$ cat config.mk
export PLATFORM = sky130hd
export DESIGN_NAME = synth_bank
export DESIGN_NICKNAME = d
export VERILOG_FILES = /design/src/rtl/synth_pkg.sv /design/src/rtl/synth_mixer.sv /design/src/rtl/synth_bank.sv
export SDC_FILE = /design/constraint.sdc
export NUM_CORES = 1
export LEC_CHECK = 0
export BUFFER_PORTS_ARGS = -buffer_cell sky130_fd_sc_hd__buf_2
export CAP_MARGIN = 15
export CORE_ASPECT_RATIO = 1.25
export CORE_MARGIN = 4
export CORE_UTILIZATION = 54
export DETAILED_ROUTE_END_ITERATION = 6
export PLACE_DENSITY_LB_ADDON = 0.3
export SLEW_MARGIN = 10
export SYNTH_ARGS = -nofsm -noshare
export SYNTH_HDL_FRONTEND = slang
export SYNTH_HIERARCHICAL = 1
export SYNTH_SLANG_ARGS = --single-unit
$ cat constraint.sdc
create_clock -name clk -period 4.55 [get_ports clk]
set_input_delay 0 -clock clk [delete_from_list [all_inputs] [get_ports clk]]
set_output_delay 0 -clock clk [all_outputs]
set_load 0.05 [all_outputs]
$ cat src/rtl/synth_pkg.sv
// ============================================================================
// Module   : synth_pkg
// Purpose  : Shared register field layout, FSM state types and accumulator
//            width helper for the synth_bank voice control / mixer block.
// Revision : 1.0 - initial release
// ============================================================================
`default_nettype none

package synth_pkg;

    localparam int CFG_BIT    = 31;
    localparam int TUNE_LSB   = 24;
    localparam int ATTACK_LSB = 16;
    localparam int DECAY_LSB  = 8;
    localparam int NOTE_LSB   = 1;
    localparam int GATE_BIT   = 0;

    typedef enum logic [1:0] {
        BUS_IDLE = 2'd0,
        BUS_ACK  = 2'd1,
        BUS_WAIT = 2'd2
    } bus_state_e;

    typedef enum logic [1:0] {
        M_IDLE = 2'd0,
        M_ACC  = 2'd1,
        M_OUT  = 2'd2
    } mix_state_e;

    function automatic int acc_width(input int bitdepth, input int nvoices);
        return bitdepth + $clog2(nvoices);
    endfunction

endpackage

`default_nettype wire

$ cat src/rtl/synth_mixer.sv
// ============================================================================
// Module   : synth_mixer
// Purpose  : Snapshots all voice samples on each tick and sums them serially,
//            one voice per cycle, into a single PCM sample. Output scaling is
//            a clamp when SYNTH_MIX_SATURATE_EN is defined, else a shift.
// Revision : 1.0 - initial release
// ============================================================================
`default_nettype none

module synth_mixer
    import synth_pkg::*;
#(
    parameter int NVOICES  = 8,
    parameter int BITDEPTH = 14
) (
    input  logic                          clk,
    input  logic                          rst,
    input  logic                          sample_tick,
    input  logic [BITDEPTH*NVOICES-1:0]   voice_pcm,
    output logic [BITDEPTH-1:0]           pcm,
    output logic                          pcm_valid
);

    localparam int ACC_W = acc_width(BITDEPTH, NVOICES);
    localparam int SHIFT = $clog2(NVOICES);
    localparam int IDX_W = SHIFT;

`ifdef SYNTH_MIX_SATURATE_EN
    localparam logic signed [ACC_W-1:0] PCM_MAX =
        {{(ACC_W-BITDEPTH+1){1'b0}}, {(BITDEPTH-1){1'b1}}};
    localparam logic signed [ACC_W-1:0] PCM_MIN =
        {{(ACC_W-BITDEPTH+1){1'b1}}, {(BITDEPTH-1){1'b0}}};
`endif

    mix_state_e                  state_q, state_d;
    logic [IDX_W-1:0]            idx_q, idx_d;
    logic signed [ACC_W-1:0]     acc_q, acc_d;
    logic signed [ACC_W-1:0]     sum;
    logic [BITDEPTH-1:0]         scaled;
    logic [BITDEPTH-1:0]         pcm_q, pcm_d;
    logic [BITDEPTH-1:0]         snap_q [NVOICES];
    logic [BITDEPTH-1:0]         snap_d [NVOICES];

    always_comb begin
        sum = acc_q + {{(ACC_W-BITDEPTH){snap_q[idx_q][BITDEPTH-1]}}, snap_q[idx_q]};
`ifdef SYNTH_MIX_SATURATE_EN
        if (sum > PCM_MAX) begin
            scaled = PCM_MAX[BITDEPTH-1:0];
        end else if (sum < PCM_MIN) begin
            scaled = PCM_MIN[BITDEPTH-1:0];
        end else begin
            scaled = sum[BITDEPTH-1:0];
        end
`else
        // Sign bit sits at ACC_W-1 = SHIFT+BITDEPTH-1, so this slice is sum >>> SHIFT
        scaled = sum[SHIFT +: BITDEPTH];
`endif
    end

    always_comb begin
        state_d = state_q;
        idx_d   = idx_q;
        acc_d   = acc_q;
        pcm_d   = pcm_q;
        snap_d  = snap_q;
        case (state_q)
            M_IDLE: begin
                if (sample_tick) begin
                    for (int i = 0; i < NVOICES; i++) begin
                        snap_d[i] = voice_pcm[BITDEPTH*i +: BITDEPTH];
                    end
                    acc_d   = '0;
                    idx_d   = '0;
                    state_d = M_ACC;
                end
            end
            M_ACC: begin
                acc_d = sum;
                idx_d = idx_q + 1'b1;
                if (idx_q == IDX_W'(NVOICES-1)) begin
                    idx_d   = '0;
                    pcm_d   = scaled;
                    state_d = M_OUT;
                end
            end
            M_OUT: begin
                state_d = M_IDLE;
            end
            default: begin
                state_d = M_IDLE;
            end
        endcase
    end

    always_ff @(posedge clk) begin
        if (rst) begin
            state_q <= M_IDLE;
            idx_q   <= '0;
            acc_q   <= '0;
            pcm_q   <= '0;
            for (int i = 0; i < NVOICES; i++) begin
                snap_q[i] <= '0;
            end
        end else begin
            state_q <= state_d;
            idx_q   <= idx_d;
            acc_q   <= acc_d;
            pcm_q   <= pcm_d;
            snap_q  <= snap_d;
        end
    end

    assign pcm       = pcm_q;
    assign pcm_valid = (state_q == M_OUT);

endmodule

`default_nettype wire

$ cat src/rtl/synth_bank.sv
// ============================================================================
// Module   : synth_bank
// Purpose  : Per-voice CPU control registers, bus handshake FSM, sample-tick
//            generator and voice mixer. Option macro: SYNTH_MIX_SATURATE_EN.
// Revision : 1.0 - initial release
// ============================================================================
`default_nettype none

module synth_bank
    import synth_pkg::*;
#(
    parameter int NVOICES         = 8,
    parameter int ADDR_W          = 4,
    parameter int BITDEPTH        = 14,
    parameter int SAMPLECLOCK_DIV = 8
) (
    input  logic                          clk,
    input  logic                          rst,
    input  logic [ADDR_W-1:0]             addr,
    input  logic [31:0]                   data_in,
    input  logic                          wen,
    input  logic                          ren,
    output logic                          ready,
    output logic [31:0]                   data_out,
    output logic                          sample_tick,
    output logic [7*NVOICES-1:0]          v_note,
    output logic [NVOICES-1:0]            v_gate,
    output logic [7*NVOICES-1:0]          v_tuning,
    output logic [8*NVOICES-1:0]          v_attack,
    output logic [8*NVOICES-1:0]          v_decay,
    input  logic [BITDEPTH*NVOICES-1:0]   voice_pcm,
    output logic [BITDEPTH-1:0]           pcm,
    output logic                          pcm_valid
);

    bus_state_e                  bus_state_q, bus_state_d;
    logic [31:0]                 data_out_q, data_out_d;
    logic [SAMPLECLOCK_DIV-1:0]  tick_cnt_q, tick_cnt_d;
    logic [6:0]                  note_q   [NVOICES];
    logic [6:0]                  note_d   [NVOICES];
    logic                        gate_q   [NVOICES];
    logic                        gate_d   [NVOICES];
    logic [6:0]                  tuning_q [NVOICES];
    logic [6:0]                  tuning_d [NVOICES];
    logic [7:0]                  attack_q [NVOICES];
    logic [7:0]                  attack_d [NVOICES];
    logic [7:0]                  decay_q  [NVOICES];
    logic [7:0]                  decay_d  [NVOICES];

    // Read data is captured before the write lands, so a combined request returns the old word
    always_comb begin
        bus_state_d = bus_state_q;
        data_out_d  = data_out_q;
        note_d      = note_q;
        gate_d      = gate_q;
        tuning_d    = tuning_q;
        attack_d    = attack_q;
        decay_d     = decay_q;
        tick_cnt_d  = tick_cnt_q + 1'b1;
        case (bus_state_q)
            BUS_IDLE: begin
                if (wen || ren) begin
                    bus_state_d = BUS_ACK;
                    data_out_d  = 32'd0;
                    for (int i = 0; i < NVOICES; i++) begin
                        if (addr == ADDR_W'(i)) begin
                            data_out_d = {1'b0, tuning_q[i], attack_q[i], decay_q[i],
                                          note_q[i], gate_q[i]};
                            if (wen) begin
                                note_d[i] = data_in[NOTE_LSB +: 7];
                                gate_d[i] = data_in[GATE_BIT];
                                if (data_in[CFG_BIT]) begin
                                    tuning_d[i] = data_in[TUNE_LSB +: 7];
                                    attack_d[i] = data_in[ATTACK_LSB +: 8];
                                    decay_d[i]  = data_in[DECAY_LSB +: 8];
                                end
                            end
                        end
                    end
                end
            end
            BUS_ACK: begin
                bus_state_d = BUS_WAIT;
            end
            BUS_WAIT: begin
                if (!(wen || ren)) begin
                    bus_state_d = BUS_IDLE;
                end
            end
            default: begin
                bus_state_d = BUS_IDLE;
            end
        endcase
    end

    always_ff @(posedge clk) begin
        if (rst) begin
            bus_state_q <= BUS_IDLE;
            data_out_q  <= '0;
            tick_cnt_q  <= '0;
            for (int i = 0; i < NVOICES; i++) begin
                note_q[i]   <= '0;
                gate_q[i]   <= 1'b0;
                tuning_q[i] <= '0;
                attack_q[i] <= '0;
                decay_q[i]  <= '0;
            end
        end else begin
            bus_state_q <= bus_state_d;
            data_out_q  <= data_out_d;
            tick_cnt_q  <= tick_cnt_d;
            note_q      <= note_d;
            gate_q      <= gate_d;
            tuning_q    <= tuning_d;
            attack_q    <= attack_d;
            decay_q     <= decay_d;
        end
    end

    generate
        for (genvar gi = 0; gi < NVOICES; gi++) begin : g_voice_out
            assign v_note[7*gi +: 7]   = note_q[gi];
            assign v_gate[gi]          = gate_q[gi];
            assign v_tuning[7*gi +: 7] = tuning_q[gi];
            assign v_attack[8*gi +: 8] = attack_q[gi];
            assign v_decay[8*gi +: 8]  = decay_q[gi];
        end
    endgenerate

    assign ready       = (bus_state_q == BUS_ACK);
    assign data_out    = data_out_q;
    assign sample_tick = &tick_cnt_q;

    synth_mixer #(
        .NVOICES  (NVOICES),
        .BITDEPTH (BITDEPTH)
    ) u_mixer (
        .clk         (clk),
        .rst         (rst),
        .sample_tick (sample_tick),
        .voice_pcm   (voice_pcm),
        .pcm         (pcm),
        .pcm_valid   (pcm_valid)
    );

endmodule

`default_nettype wire

* Word level (Yosys, flattened, before mapping)
Index checks and enable logic that the tools add are counted.
** Storage, ports and cells
- Flip-flop bits (word level) :: 438
- Bits in latches :: 0
- Bits in writable memories :: 0
- Bits in read-only memories :: 0
- Input bits :: 152
- Logic and storage cells :: 126
- Memories :: 0
** Cells by class
- Add/sub/neg operators :: 3
- Multiply operators :: 0
- Div/mod/pow operators :: 0
- $lt $le $gt $ge :: 1
- Eq/ne operators :: 16
- Shift operators :: 0
- Muxes and demuxes :: 22
- Bitwise gates (word level) :: 1
- Reduce and logical (&&, ||, !) cells :: 28
** Operators with widths (number)
- $mux W32 :: 7
- $bmux W14 S3 :: 1
- $reduce_and A5 Y1 :: 8
- $pmux W17 S2 :: 1
- $reduce_and A4 Y1 :: 8
- $mux W31 :: 1
- $mux W14 :: 2
- $add A17 B17 Y17 :: 1
- $mux W17 :: 1
- $eq A4 B3 Y1 const B :: 4
- $reduce_and A2 Y1 :: 5
- $reduce_and A9 Y1 :: 1
- $add A8 B1 Y8 const B :: 1
- $eq A4 B2 Y1 const B :: 2
- $mux W2 :: 4
- $reduce_and A8 Y1 :: 1
- $mux W3 :: 2
- $ne A2 B2 Y1 const B :: 3
- $pmux W2 S3 :: 1
- $pmux W3 S2 :: 1
- $eq A2 B1 Y1 const B :: 2
- $eq A2 B2 Y1 const B :: 2
- $eq A4 B1 Y1 const B :: 1
- $ge A4 B4 Y1 const B :: 1
- 9 further kinds :: 10

* Longest topological paths before layout
Gate-level depths: netlist of run 1.
- Depth in word-level cells :: 9
- Mapped depth :: 14
- Mapped depth without buffers :: 12

* Cells and area by module
The synthesis of run 1 kept the hierarchy.
** By module, submodules not included
- synth_bank :: instances 1, cells an instance 1429, area an instance 12420.7 µm²
- synth_mixer :: instances 1, cells an instance 792, area an instance 6706.4 µm²

* Worst setup path after synthesis of run 1
Ideal clock, no wire load.
- Kind :: reg2reg
- From :: reg u_mixer.idx_q[0]
- To :: reg u_mixer.pcm_q[10] (netlist: u_mixer/pcm[10])
- Setup time :: 86 ps
- Data arrival time :: 3345 ps
- Data required time :: 4464 ps
- Path slack :: 1119 ps
- Cell stages (with the launch flop) :: 13
- Buffers on the path :: 2
- Period minus slack after synthesis :: 3431 ps
- Cell sequence :: dfxtp_1 buf_2 buf_2 mux4_2 mux2_2 ha_1 a21o_1 a21oi_1 a21oi_1 o32ai_1 a21oi_1 xnor2_1 a211oi_1
** On the way
- Word-level cells in the longest chain between the ends :: 5
- Elaborated cells between the ends (all ways) :: 7
- Classes of those cells :: add/sub (1); eq/ne (1); mux (3); bitwise (1); reduce/logical (1)
** Ends and longest elaborated chain
- start: declaration :: line synth_mixer.sv:36 : logic [IDX_W-1:0] idx_q, idx_d;
- start signal: assignment :: line synth_mixer.sv:106 : idx_q <= idx_d;
- $not A3 Y4 (not written as such) :: line synth_mixer.sv:45 : sum = acc_q + {{(ACC_W-BITDEPTH){snap_q[idx_q][BITDEPTH-1]}}, snap_q[idx_q]};
- $bmux W14 S3 :: line synth_mixer.sv:45
- $mux W14 (not written as such) (2 in series) :: line synth_mixer.sv:45
- $add A17 B17 Y17 :: line synth_mixer.sv:45
- end signal: assignment :: line synth_mixer.sv:108 : pcm_q <= pcm_d;
- end: declaration :: line synth_mixer.sv:40 : logic [BITDEPTH-1:0] pcm_q, pcm_d;
Parallel ways exist; a longest one is shown, timed or not. The select of a mux whose other input is x is not followed.
A chain may end at the register's enable or synchronous reset.

* Worst setup path in the final report of run 1
- From :: reg u_mixer.idx_q[0]
- To :: reg u_mixer.pcm_q[13] (netlist: u_mixer/pcm[13])
The elaborated chain is that of the path after synthesis.

==> results of run 1 <==
==> worst max-delay path: stages, from the launching register on <==
cell and delay (ns):
dfxtp_2 0.60, buf_4 0.31, mux4_2 0.51, mux2_2 0.30
ha_1 0.37, o211ai_1 0.12, a21oi_1 0.28, o211ai_1 0.23
a311o_1 0.39, nand3_2 0.10, xnor2_1 0.13, a211oi_2 0.08
==> power by group <==
group / internal (mW) / leakage (nW) / switching [mW] / total, mW
clock network: 2.34 / 0.767 / 1.57 / 3.91
registers: 3.88 / 3.53 / 0.0335 / 3.91
logic: 0.265 / 6.42 / 0.537 / 0.802
total: 6.48 / 10.7 / 2.14 / 8.62
==> layout make-up <==
cell class / instances / area (um2) / share of cell area
Antenna cell: 4 / 10.0 / 0.000409
Clock buffer: 61 / 1300 / 0.0530
Clock inverter: 17 / 256 / 0.0105
Inverter: 9 / 33.8 / 0.00138
Multi-Input combinational cell: 1571 / 9470 / 0.386
Sequential cell: 437 / 8750 / 0.357
Tap cell: 468 / 586 / 0.0239
Timing Repair Buffer: 635 / 4090 / 0.167
==> layer usage <==
layer | GRT usage | vias to the layer above
met5 | 0 | -
met4 | 0.223 | 2
met3 | 0.0967 | 333
met2 | 0.601 | 1220
met1 | 0.402 | 9039
li1 | - | 8561
==> worst paths after layout <==
path,from,depth (start not counted),slack [ns],to
min,addr[3],3,0.06,data_out[6]
max,u_mixer/idx_q[0],11,0.96,u_mixer/pcm[13]
min reg2reg,tick_cnt_q[0],1,0.44,tick_cnt_q[0]
max reg2reg,u_mixer/idx_q[0],11,0.96,u_mixer/pcm[13]
==> synth_stat cells (10+ instances only) <==
cell         n
nor2_1     148
nand2b_1    12
buf_2       45
a21oi_1    295
a211oi_1    38
mux2_2      33
mux4_2      27
nor3_1      22
o22ai_1     20
buf_4       16
clkbuf_1   127
a22o_1      13
xnor2_1     10
nand3_1     21
dfxtp_1    437
nand2_1    556
ha_1        19
o2bb2ai_1   50
buf_1       13
mux2i_1    162
nor2b_1     16
==> flip-flops by register name, summed over array words and instances (netlist names) <==
| register | count |
|---|---|
| v_decay | 64 |
| u_mixer/acc_q | 17 |
| v_gate | 8 |
| u_mixer/snap_q | 112 |
| v_note | 56 |
| v_attack | 64 |
| bus_state_q | 2 |
| u_mixer/pcm | 14 |
| u_mixer/state_q | 2 |
| data_out | 31 |
| u_mixer/idx_q | 3 |
| v_tuning | 56 |
| tick_cnt_q | 8 |
==> metrics by stage <==
step	cell area, um2	utilization	hold WS, ns	std cells
floorplan	19100	-	0.136	2221
global placement	21300	0.614	0.244	2959
detailed placement	21300	0.614	0.248	2960
CTS	24500	0.705	0.0307	3198
global route	24500	0.705	0.0805	3199
finish	24500	0.706	0.0600	3202
==> cell families (layout without fill, tap and decap cells) <==
group	after synthesis	after routing
compound gates	478	478
simple gates	830	830
buf+inv	213	722
xor+xnor	19	19
other cells	1	5
flops	437	437
mux	223	223
fa+ha+maj	20	20
==> results.cfg, run 1 <==
[critical_path]
crit_fanout = 14
crit_path_start_kind = register
cp_data_required_time_ns = 4.96
crit_arrival_ns = 4.00
cp-end-kind = register
path_class = register to register

[sta]
fmax_ghz = 0.279
worst_slew_pin_slew_ns = 1.24
finalSetupViolations = 0
relSlewSlack = 0.173
fin_ws_ns = 0.964
slew_violations = 0
period_share = 0.788
fin_skew_ns = 0.0154
rsz0062_at_grt = false
finalHoldViolCount = 0
tns_ns = 0
min_period_ns = 3.59

[routing]
drt-wirelength-per-cell_um = 22.7
drt_pass1_iterations = 7
drt_iter0_markers = 2027
drc = 5
wl_um = 72800
highest_layer = met5
via_per_inst = 5.98
detail-route-antenna-nets = 0
wl_met1_um = 25500
wl_met3_um = 7700
wl_met2_um = 34100
num_vias = 19155

[hold_path]
hp-class = primary input to register

[global_routing]
grt_max_degree = 193
grt_pass1_vias = 18992
track_usage = 0.357
grt-ovfl-total = 0
antenna_found_initial = 4
grt_pass1_wl_um = 109000

[synthesis]
synth_top_family_by_area = simple AND/OR/NAND/NOR gates
ys_seq_area_frac = 0.457
synth_area_leaders = dfxtp_1 (46%), nand2_1 (11%), mux2i_1 (8.5%)
synthMuxAreaShare = 0.137
mappedNetlistNets = 2393
synth_flop_cell = dfxtp_1
synth_cell_type_count = 67
synth_warnings = 6
synth_compound_area_frac = 0.152
synth_xor_area_frac = 0.00870
syn_area_per_cell_um2 = 8.61
async_flop_share = 0
yosys.area.top_type_share = 0.457
synth_edf_count = 0
postSynthCellCount = 2221
yosys.area.top_type = dfxtp_1
synth_seq_cells = 437
syn_area_um2 = 19100
synthAdderAreaFrac = 0.0135
synthSimpleGateAreaFrac = 0.182

[cells_and_area]
mostFrequentLayoutCells = nand2_1 (555), buf_2 (445), dfxtp_1 (436)
drive_above_1_share = 0.231
final_common_cell = nand2_1
fin_nets = 2870
fillers = 2559
area_growth_pct = 28.1

[clock_network]
cts.clk_slew.worst_paths_ns = 0.07
root_buffer = clkbuf_16
postCtsSetupBuffers = 0
cts_tree = done
numClockSinks = 437
cts_buffers = 44
htree_num_levels = 2
clk_latency_ns = 0.57
cts.path.max_buffers = 3
hold_buffers = 160
cts.repair.resized = 0

[status]
status = finished with violations
violations = DRC

[place]
place_ws_ns = 0.974
gp_congestion = 0.940
port_buffers = 447
hpwl_um = 46500

[die]
ioPinCount = 449
core_um2 = 34700
initial_core_util = 0.551
dieArea_um2 = 38500
die_h_um = 218
rows = 76
dieWidth_um = 176

[power]
peakVddDrop_v = 0.000345
power_leakage_nw = 10.7
power.density_nw_per_um2 = 352
power_mw = 8.62

[run]
drv_cap = 0
(Power assumes the default switching activity.)
==> run 2, diff against run 1 <==
--- a/config.mk
+++ b/config.mk
@@ -9,7 +9,7 @@
 export CAP_MARGIN = 15
 export CORE_ASPECT_RATIO = 1.25
 export CORE_MARGIN = 4
-export CORE_UTILIZATION = 54
+export CORE_UTILIZATION = 49
 export DETAILED_ROUTE_END_ITERATION = 6
 export PLACE_DENSITY_LB_ADDON = 0.3
 export SLEW_MARGIN = 10
==> constraint.sdc (replaced) <==
create_clock -name clk -period 3.1 [get_ports clk]
set_input_delay 0 -clock clk [delete_from_list [all_inputs] [get_ports clk]]
set_output_delay 0 -clock clk [all_outputs]
set_load 0.05 [all_outputs]
==> results.cfg, run 2 (synthesized netlist as in run 1, its figures left out) <==
[status]
status = complete, no violations

[die]
ioPinCount = 449
dieArea_um2 = 42300
die_h_um = 229
core_um2 = 38300
rows = 80
dieWidth_um = 185
initial_core_util = 0.499

[clock_network]
root_buffer = clkbuf_16
cts_tree = done
cts_buffers = 45
clk_latency_ns = 0.59
numClockSinks = 437
htree_num_levels = 2
cts.clk_slew.worst_paths_ns = 0.06
cts.path.max_buffers = 3

[place]
placed_cell_area_um2 = 21900
placed_cells = 3042
port_buffers = 447
gp_congestion = 0.970
place_ws_ns = -0.148
hpwl_um = 49900

[critical_path]
crit_top_cell = buf_4
crit_path_start_kind = register
slowest_stage = mux4_2
crit_start = u_mixer/idx_q[0]
crit_arrival_ns = 3.58
slowest_delay_ns = 0.52
r2r-start = u_mixer/idx_q[0]
cp-end-kind = register
path_class = register to register
path_cells = buf_12 > buf_4 > mux4_2 > mux2i_2 > inv_1 > ha_1 > a21o_1 > nand4_1 > a21oi_2 > o32ai_2 > buf_4 > xnor2_1 > nand2_1 > a21oi_1
ff2ff_path_depth = 14
cp_data_required_time_ns = 3.58
crit_fanout = 8

[routing]
num_vias = 19062
drt_iter0_markers = 1635
wl_um = 74800
detail-route-antenna-nets = 0
drc = 0
via_per_inst = 5.82
drt-wirelength-per-cell_um = 22.8
drt_pass1_iterations = 6

[global_routing]
grt_pass1_vias = 19016
grt_pass1_wl_um = 112000
antenna_found_initial = 1
track_usage = 0.336
grt-ovfl-total = 0
grt_max_degree = 120

[cells_and_area]
postLayoutCellArea_um2 = 25100
fin_nets = 2922
final_core_utilization = 0.656
fillers = 2985
final_cells = 3275
top_register = u_mixer/snap_q
register_area_um2 = 8750
area_growth_pct = 31.4
largest_reg_flops = 112
drive_above_1_share = 0.259
multi_input_area_um2 = 9670
mostFrequentLayoutCells = nand2_1 (555), buf_2 (445), dfxtp_1 (436)
final_common_cell = nand2_1

[hold_path]
worstHoldPathCells = 3
hp-start = addr[1]
hp-class = primary input to register

[power]
power.density_nw_per_um2 = 497
power_mw = 12.5
peakVddDrop_v = 0.000387
power_leakage_nw = 11.0

[sta]
finalSetupViolations = 0
fmax_ghz = 0.323
period_share = 1.00
hold_ws_ns = 0.0424
relSlewSlack = 0.402
fin_skew_ns = 0.0287
slew_violations = 0
worst_slew_pin_slew_ns = 0.895
finalHoldViolCount = 0
rsz0062_at_grt = true
fin_ws_ns = 0.000486
tns_ns = 0
min_period_ns = 3.10

[run]
drv_cap = 0
run 2: worst paths after layout:
kind,slack (ns),endpoint
worst max-delay path,0.0005,u_mixer/pcm[8]
worst min-delay path,0.04,data_out[2]
worst max register to register,0.0005,u_mixer/pcm[8]
worst min register to register,0.45,tick_cnt_q[0]
run 2: critical path: cells and delay by family, from the launching register on:
family	cells	cell delay, ns
simple gates	2	0.21
buf+inv	4	0.50
flops	1	0.39
compound gates	4	0.77
fa+ha+maj	1	0.27
xor+xnor	1	0.13
mux	2	0.73
run 2: power breakdown:
group	internal, mW	leakage (nW)	total [mW]	switching [mW]
Sequential	5.69	3.53	5.74	0.0526
Clock	3.22	0.743	5.56	2.33
Combinational	0.404	6.73	1.20	0.793
Total	9.32	11.0	12.5	3.18
run 2: metal layers:
| layer | GRT usage | vias up | part of all wire |
|---|---|---|---|
| li1 | - | 8662 | - |
| met1 | 0.379 | 9038 | 0.35 |
| met2 | 0.564 | 1064 | 0.48 |
| met3 | 0.0864 | 298 | 0.097 |
| met4 | 0.206 | 0 | 0.074 |
| met5 | 0 | - | 0 |
run 2: repair_timing:
| item | 4_1_cts | 5_1_grt |
|---|---|---|
| hold endpoints to repair | 365 | 0 |
| gates cloned | 0 | 0 |
| pin swaps | 9 | 8 |
| gates resized for setup | 17 | 19 |
| buffers inserted | 6 | 1 |
| hold buffers | 146 | 0 |
| endpoints found under the setup margin | 12 | 12 |
run 2: area by class of cell:
class	count	share of cell area
Clock buffer	64	0.0524
Timing Repair Buffer	686	0.181
Antenna cell	2	0.000199
Inverter	9	0.00134
Tap cell	492	0.0245
Multi-Input combinational cell	1571	0.385
Sequential cell	437	0.348
Clock inverter	14	0.00802
==> run 3, diff against run 2 <==
--- a/config.mk
+++ b/config.mk
@@ -9,7 +9,7 @@
 export CAP_MARGIN = 15
 export CORE_ASPECT_RATIO = 1.25
 export CORE_MARGIN = 4
-export CORE_UTILIZATION = 49
+export CORE_UTILIZATION = 54
 export DETAILED_ROUTE_END_ITERATION = 6
 export PLACE_DENSITY_LB_ADDON = 0.3
 export SLEW_MARGIN = 10
==> constraint.sdc (replaced) <==
create_clock -name clk -period 3.4 [get_ports clk]
set_input_delay 0 -clock clk [delete_from_list [all_inputs] [get_ports clk]]
set_output_delay 0 -clock clk [all_outputs]
set_load 0.05 [all_outputs]
==> results.cfg, run 3 (synthesized netlist as in run 1, its figures left out) <==
[status]
status = complete, no violations

[place]
place_ws_ns = 0.128
port_buffers = 447
hpwl_um = 47800
gp_congestion = 0.933

[die]
rows = 76
core_um2 = 34700
ioPinCount = 449
dieArea_um2 = 38500
dieWidth_um = 176
initial_core_util = 0.551
die_h_um = 218

[cells_and_area]
largest_reg_flops = 112
fin_nets = 2914
drive_above_1_share = 0.234
top_register = u_mixer/snap_q
area_growth_pct = 30.2
mostFrequentLayoutCells = nand2_1 (555), buf_2 (445), dfxtp_1 (436)
final_common_cell = nand2_1

[global_routing]
grt_use_met3 = 0.122
grt_util_met1 = 0.408
top_usage_layer = met2
grt-ovfl-total = 0
grt_pass1_wl_um = 115000
antenna_found_initial = 5
track_usage = 0.382
met2_usage = 0.647
grt_max_degree = 109
grt_pass1_vias = 19898

[clock_network]
root_buffer = clkbuf_16
cts_buffers = 45
postCtsSetupBuffers = 0
clk_latency_ns = 0.57
htree_num_levels = 2
cts.path.max_buffers = 3
cts.clk_slew.worst_paths_ns = 0.06
cts_tree = done
numClockSinks = 437

[routing]
drt_pass1_iterations = 7
drc = 0
drt_iter0_markers = 1786
num_vias = 19759
drt-wirelength-per-cell_um = 23.8
wl_um = 77200
detail-route-antenna-nets = 0
via_per_inst = 6.08

[sta]
relSlewSlack = 0.324
fin_ws_ns = 0.142
slew_violations = 0
rsz0062_at_grt = false
worst_slew_pin_slew_ns = 1.01
min_period_ns = 3.26
fmax_ghz = 0.307
period_share = 0.958
finalHoldViolCount = 0
fin_skew_ns = 0.0216
tns_ns = 0
finalSetupViolations = 0

[critical_path]
path_delay_family = compound AO/OA/AOI/OAI gates
slowest_stage = mux4_2
cp-end-kind = register
crit_fanout = 18
path_cells = buf_12 > mux4_2 > mux2_2 > ha_1 > a21oi_1 > nand2_1 > o211ai_1 > a311o_1 > nand3_2 > xnor2_1 > a211oi_2
slowest_delay_ns = 0.52
cp_data_required_time_ns = 3.87
crit_arrival_ns = 3.73
crit_path_start_kind = register
path_class = register to register
timing.critical_path.buf_inv = 1

[power]
peakVddDrop_v = 0.000473
power_leakage_nw = 11.0
power.density_nw_per_um2 = 455

[run]
drv_cap = 0

[hold_path]
hp-class = primary input to register
[run 3: changes by cell type in the layout (fill, tap and decap cells not counted), moves of 4 or more]
cell | before | now
diode_2 | 2 | 6
ha_1 | 10 | 19
a21oi_1 | 288 | 295
dlygate4sd3_1 | 146 | 186
a21oi_2 | 6 | 0
buf_4 | 82 | 39
ha_4 | 8 | 0
clkbuf_1 | 7 | 11
[run 3: power by group]
part,total (mW),switching (mW),internal (mW)
clock network,5.01,2.11,2.90
registers,5.23,0.0462,5.19
logic,1.09,0.726,0.363
total,11.3,2.88,8.45
[run 3: worst paths after layout]
path	startpoint	endpoint	slack (ns)	cells past startpoint
max	u_mixer/idx_q[0]	u_mixer/pcm[13]	0.14	11
min	addr[3]	data_out[6]	0.05	3
min reg2reg	tick_cnt_q[0]	tick_cnt_q[0]	0.44	1
max reg2reg	u_mixer/idx_q[0]	u_mixer/pcm[13]	0.14	11
[run 3: cell type report]
cell class / instances / area [um2]
multi-input combinational: 1571 / 9490
clock buffer: 69 / 1360
fill: 2496 / 9810
antenna: 6 / 15.0
clock inverter: 11 / 126
inverter: 9 / 33.8
timing repair buffer: 678 / 4540
tap: 468 / 586
sequential: 437 / 8750
[run 3: repair_timing]
item | in CTS | in global routing
setup endpoints to repair | 0 | 3
hold endpoints to repair | 381 | 0
gates resized for setup | 0 | 5
hold buffers | 186 | 0
[run 3: per-layer routing]
| metal | vias to the layer above | routed length (um) |
|---|---|---|
| li1 | 8660 | - |
| met3 | 445 | 8460 |
| met4 | 4 | 6270 |
| met2 | 1387 | 36700 |
| met5 | - | 25 |
| met1 | 9263 | 25800 |
[run 3: worst register-to-register path: cells and delay by family (launching register included)]
family	cells	cell delay, ns
multiplexers	2	0.84
adder cells (fa/ha/maj)	1	0.34
flip-flops	1	0.38
AND/OR/NAND/NOR	2	0.21
XOR/XNOR	1	0.14
AO/OA/AOI/OAI	4	1.07
buffers and inverters	1	0.20
[run 3: stage by stage]
stage	total power, mW	utilization	hold WS [ns]	instances	instance area [um2]
global route	11.6	0.717	0.0810	3245	24900
detailed placement	6.26	0.620	0.249	2977	21500
global placement	6.25	0.620	0.240	2977	21500
CTS	11.3	0.716	0.0273	3243	24900
finish	11.3	0.717	0.0522	3249	24900
floorplan	5.95	-	0.136	2221	19100
